**config.mk**
```make
export PLATFORM = sky130hd
export DESIGN_NAME = cntr_load_arbiter
export DESIGN_NICKNAME = d
export VERILOG_FILES = /design/src/rtl/cntr_load_arbiter.sv
export SDC_FILE = /design/constraint.sdc
export NUM_CORES = 1
export LEC_CHECK = 0
export BUFFER_PORTS_ARGS = -buffer_cell sky130_fd_sc_hd__buf_2
export CAP_MARGIN = 20
export CORE_AREA = 2 2 39 41
export CTS_BUF_LIST = sky130_fd_sc_hd__clkbuf_16
export CTS_CLUSTER_DIAMETER = 200
export DETAILED_ROUTE_END_ITERATION = 8
export DIE_AREA = 0 0 41 43
export GPL_ROUTABILITY_DRIVEN = 0
export PLACE_DENSITY_LB_ADDON = 0.12
export SYNTH_ARGS = -nofsm -noshare
export SYNTH_HDL_FRONTEND = slang
export SYNTH_SLANG_ARGS = --single-unit
```
**constraint.sdc**
```tcl
create_clock -name clock -period 3.2 [get_ports clock]
set_input_delay 0.16 -clock clock [delete_from_list [all_inputs] [get_ports clock]]
set_output_delay 0.16 -clock clock [all_outputs]
set_load 0.02 [all_outputs]
```
**src/rtl/cntr_load_arbiter.sv**
```systemverilog
// Round-robin arbiter that lets two requesters share one saturating down
// counter: grants a requester, strobes its value into the counter, waits
// for the counter to reach zero and returns a one-cycle done pulse.
//
//   state  | meaning
//   -------+-----------------------------------------------------------
//   IDLE   | no operation; sample requests and grant one of them
//   LOAD   | cntr_load strobe high for this single cycle
//   SETTLE | counter is taking the new value; cntr_zeroed is not trusted
//   COUNT  | wait for cntr_zeroed
//   DONE   | done pulse to the owner; owner recorded for round-robin
module cntr_load_arbiter #(
   parameter int NUM_CNTR_BITS = 5
) (
   input  logic                     clock,
   input  logic                     reset_n,
   input  logic                     req_a,
   input  logic                     req_b,
   input  logic [NUM_CNTR_BITS-1:0] val_a,
   input  logic [NUM_CNTR_BITS-1:0] val_b,
   input  logic                     cntr_zeroed,
   output logic                     done_a,
   output logic                     done_b,
   output logic                     busy,
   output logic                     gnt_b,
   output logic                     cntr_load,
   output logic [NUM_CNTR_BITS-1:0] cntr_input
);

   typedef enum logic [2:0] {
      IDLE   = 3'd0,
      LOAD   = 3'd1,
      SETTLE = 3'd2,
      COUNT  = 3'd3,
      DONE   = 3'd4
   } state_t;

   state_t state;
   state_t state_nxt;
   logic   last_b;     // owner of the last completed operation (1 = B)
   logic   grant_b;

   // Round-robin pick: a lone request wins, a tie goes to whoever was not served last.
   always_comb begin
      grant_b = 1'b0;
      if (req_a && req_b) begin
         grant_b = ~last_b;
      end else begin
         grant_b = req_b;
      end
   end

   // Next-state decode.
   always_comb begin
      state_nxt = state;
      case (state)
         IDLE:    if (req_a || req_b) state_nxt = LOAD;
         LOAD:    state_nxt = SETTLE;
         SETTLE:  state_nxt = COUNT;
         COUNT:   if (cntr_zeroed) state_nxt = DONE;
         DONE:    state_nxt = IDLE;
         default: state_nxt = IDLE;
      endcase
   end

   // State register.
   always_ff @(posedge clock) begin
      if (!reset_n) begin
         state <= IDLE;
      end else begin
         state <= state_nxt;
      end
   end

   // Registered outputs, decoded from the next state so they line up with it.
   // last_b resets to B so that A wins the first tie after reset.
   always_ff @(posedge clock) begin
      if (!reset_n) begin
         busy       <= 1'b0;
         cntr_load  <= 1'b0;
         done_a     <= 1'b0;
         done_b     <= 1'b0;
         gnt_b      <= 1'b0;
         cntr_input <= '0;
         last_b     <= 1'b1;
      end else begin
         busy      <= (state_nxt != IDLE);
         cntr_load <= (state_nxt == LOAD);
         done_a    <= (state_nxt == DONE) && !gnt_b;
         done_b    <= (state_nxt == DONE) &&  gnt_b;
         if (state == IDLE && state_nxt == LOAD) begin
            gnt_b      <= grant_b;
            cntr_input <= grant_b ? val_b : val_a;
         end
         if (state == DONE) begin
            last_b <= gnt_b;
         end
      end
   end

endmodule

```
==> impl_metrics.tcl <==
set metrics [dict create \
    rows 14 \
    ys_ff_latch 14 \
    synth_compound_area_frac 0.1883 \
    synth-seq-area-share 0.5022 \
    numClockSinks 14 \
    grt_max_degree 10 \
    syn_to_final_growth_pct 35.65 \
    fillers 142 \
    vias 516 \
    port_buffers 24 \
    status "finished clean" \
    synth_top_family_by_area "simple AND/OR/NAND/NOR gates" \
    initial_utilization 0.4033 \
    startpoint_type "flop" \
    rsz0062_at_grt "false" \
    coreArea_um2 1384 \
    power.share.switching 0.2365 \
    leakage_nw 0.3918 \
    worstSetupPathType "flop to flop" \
    synth_top_area_cell "dfxtp_1" \
    p_int_mw 0.3871 \
    hold_violations 0 \
    path_clk_slew_ns 0.04 \
    yosys-top-cells-area "dfxtp_1, inv_1, a222oi_1, nand2_1, nand3_1" \
    fin_worst_skew_ns 0.003188 \
    critPathMaxFanout 6 \
    detailed_place_hpwl_um 848.8 \
    cts_tree "yes" \
    syn_nets 78 \
    dr.pass1.iters 4 \
    p_per_area_nw_per_um2 669.8 \
    layout-drive-gt1-share 0.3409 \
    layout_min_cycle_time_ns 1.229 \
    cts_resized 0 \
    antenna_found_initial 0 \
    synthMuxAreaShare 0 \
    setup_violations 0 \
    setup.worst_path.end_class "flop" \
    final_cell_mix "buf_2, dfxtp_1, inv_1" \
    viasPerCell 4.962 \
    fmax_ghz 0.8133 \
    pwr-share-clk 0.446 \
    cts_setup_buffers 0 \
    wl_um 1098 \
    synth_top_area_frac 0.5022 \
    worstMarginPinSlew_ns 0.2916 \
    clockRootBuffer "clkbuf_16" \
    arrival_ns 1.36 \
    pwr-share-seq 0.399 \
    grt_pass1_wl_um 1738 \
    first_global_vias 436 \
    min_period_over_period 0.3842 \
    maxCapViolCount 0 \
    cts-htree-levels 1 \
    die_x_um 41 \
    max_slew_margin 0.8056 \
    final_area_um2 757.0 \
    drtIter0Drc 17 \
    synth-xor-area-share 0 \
    synthAdderAreaFrac 0 \
    ctsHoldBuffers 0 \
    yosysUniqueCellTypes 21 \
    final_common_cell "buf_2" \
    dieArea_um2 1763 \
    wl_per_cell_um 10.56 \
    syn_inst 63 \
    yosys.area_share.simple 0.1928 \
    clk_path_buf_depth 2 \
    syn-mean-instance-area_um2 8.858 \
    globalRouteOverflowTotal 0 \
    antenna_cells 0 \
    die_h_um 43 \
    placed_cell_area_um2 681.9 \
    grt_usage 0.1505 \
    insertion_delay_ns 0.24 \
    p_comb_frac 0.155 \
    drv_slew 0 \
    nets 105 \
    io_pins 25 \
    setup-tns-final_ns 0 \
    hold_class "input port to flop" \
    p_sw_mw 0.1199 \
    yosys_warnings 0 \
    drt.antenna.violating_nets 0 \
    synth_area_um2 558.0 \
    drc 0 \
    worst_ep_required_time_ns 3.33 \
    irDropWorstVdd_mv 0.3933 \
    cts_buffers 3 \
]
[stage by stage]
step / power, mW / util / instances / worst slack (ns) / hold slack (ns)
6_report: 0.5070 / 0.5470 / 104 / 1.971 / 0.1685
5_1_grt: 0.5332 / 0.5470 / 104 / 1.849 / 0.1814
4_1_cts: 0.5138 / 0.5470 / 104 / 1.984 / 0.1673
3_5_place_dp: 0.2845 / 0.4928 / 101 / 1.992 / 0.4187
3_3_place_gp: 0.2837 / 0.4928 / 101 / 2.020 / 0.4154
2_1_floorplan: 0.2577 / - / 63 / 2.072 / 0.3020
[layout make-up]
cell class | instances | area [um^2] | area share
sequential | 14 | 280.3 | 0.3702
timing repair buffer | 24 | 120.1 | 0.1587
inverter | 13 | 48.80 | 0.06446
tap | 16 | 20.02 | 0.02645
clock buffer | 3 | 75.07 | 0.09917
multi-input combinational | 34 | 212.7 | 0.2810
[cell families (layout without fill, tap and decap cells)]
group / count (synthesis) / count (layout)
buf+inv: 15 / 40
flops: 14 / 14
simple gates: 22 / 22
compound gates: 12 / 12
[Yosys cell counts (all sizes together)]
master and count:
dfxtp 14, inv 13, nand2 8, a222oi 4, nor2 4, nand3 3
nor3 3, and3 2, buf 2, o21a 2, a21oi 1, a221oi 1
a22oi 1, a2bb2oi 1, a31oi 1, nand2b 1, nor3b 1, o31ai 1
[flip-flops by register name, summed over array words and instances, names as in the netlist]
register    count
cntr_load       1
busy            1
done_b          1
cntr_input      5
state           3
gnt_b           1
done_a          1
last_b          1
[path summary, 6_finish.rpt]
kind,from,slack [ns],end,cells after the start
hold / removal,val_b[4],0.17,cntr_input[4],3
setup reg to reg,state[0],1.97,cntr_input[0],3
setup / recovery,state[0],1.97,cntr_input[0],3
hold reg to reg,cntr_input[1],0.48,cntr_input[1],2
[routing by layer]
layer | GRT usage | up-vias | share of wire
met2 | 0.2000 | 19 | 0.45
met1 | 0.1803 | 226 | 0.46
met5 | 0 | - | 0
li1 | - | 268 | -
met4 | 0.08000 | 0 | 0.0091
met3 | 0.09424 | 3 | 0.078
[power groups by stage]
stage / combinational, mW / clock [mW] / sequential [mW]
after floorplan: 0.0360 / 0 / 0.222
after global placement: 0.0788 / 0 / 0.205
after detailed placement: 0.0791 / 0 / 0.205
after CTS: 0.0795 / 0.232 / 0.202
after global routing: 0.0882 / 0.241 / 0.204
final: 0.0788 / 0.226 / 0.202
[critical path, cell delays in order, from the launching register on]
cell and delay (ns):
dfxtp_1 0.41, nor3_2 0.08, and3_1 0.25, a222oi_1 0.38
No activity file was read; power rests on OpenSTA's default activity.
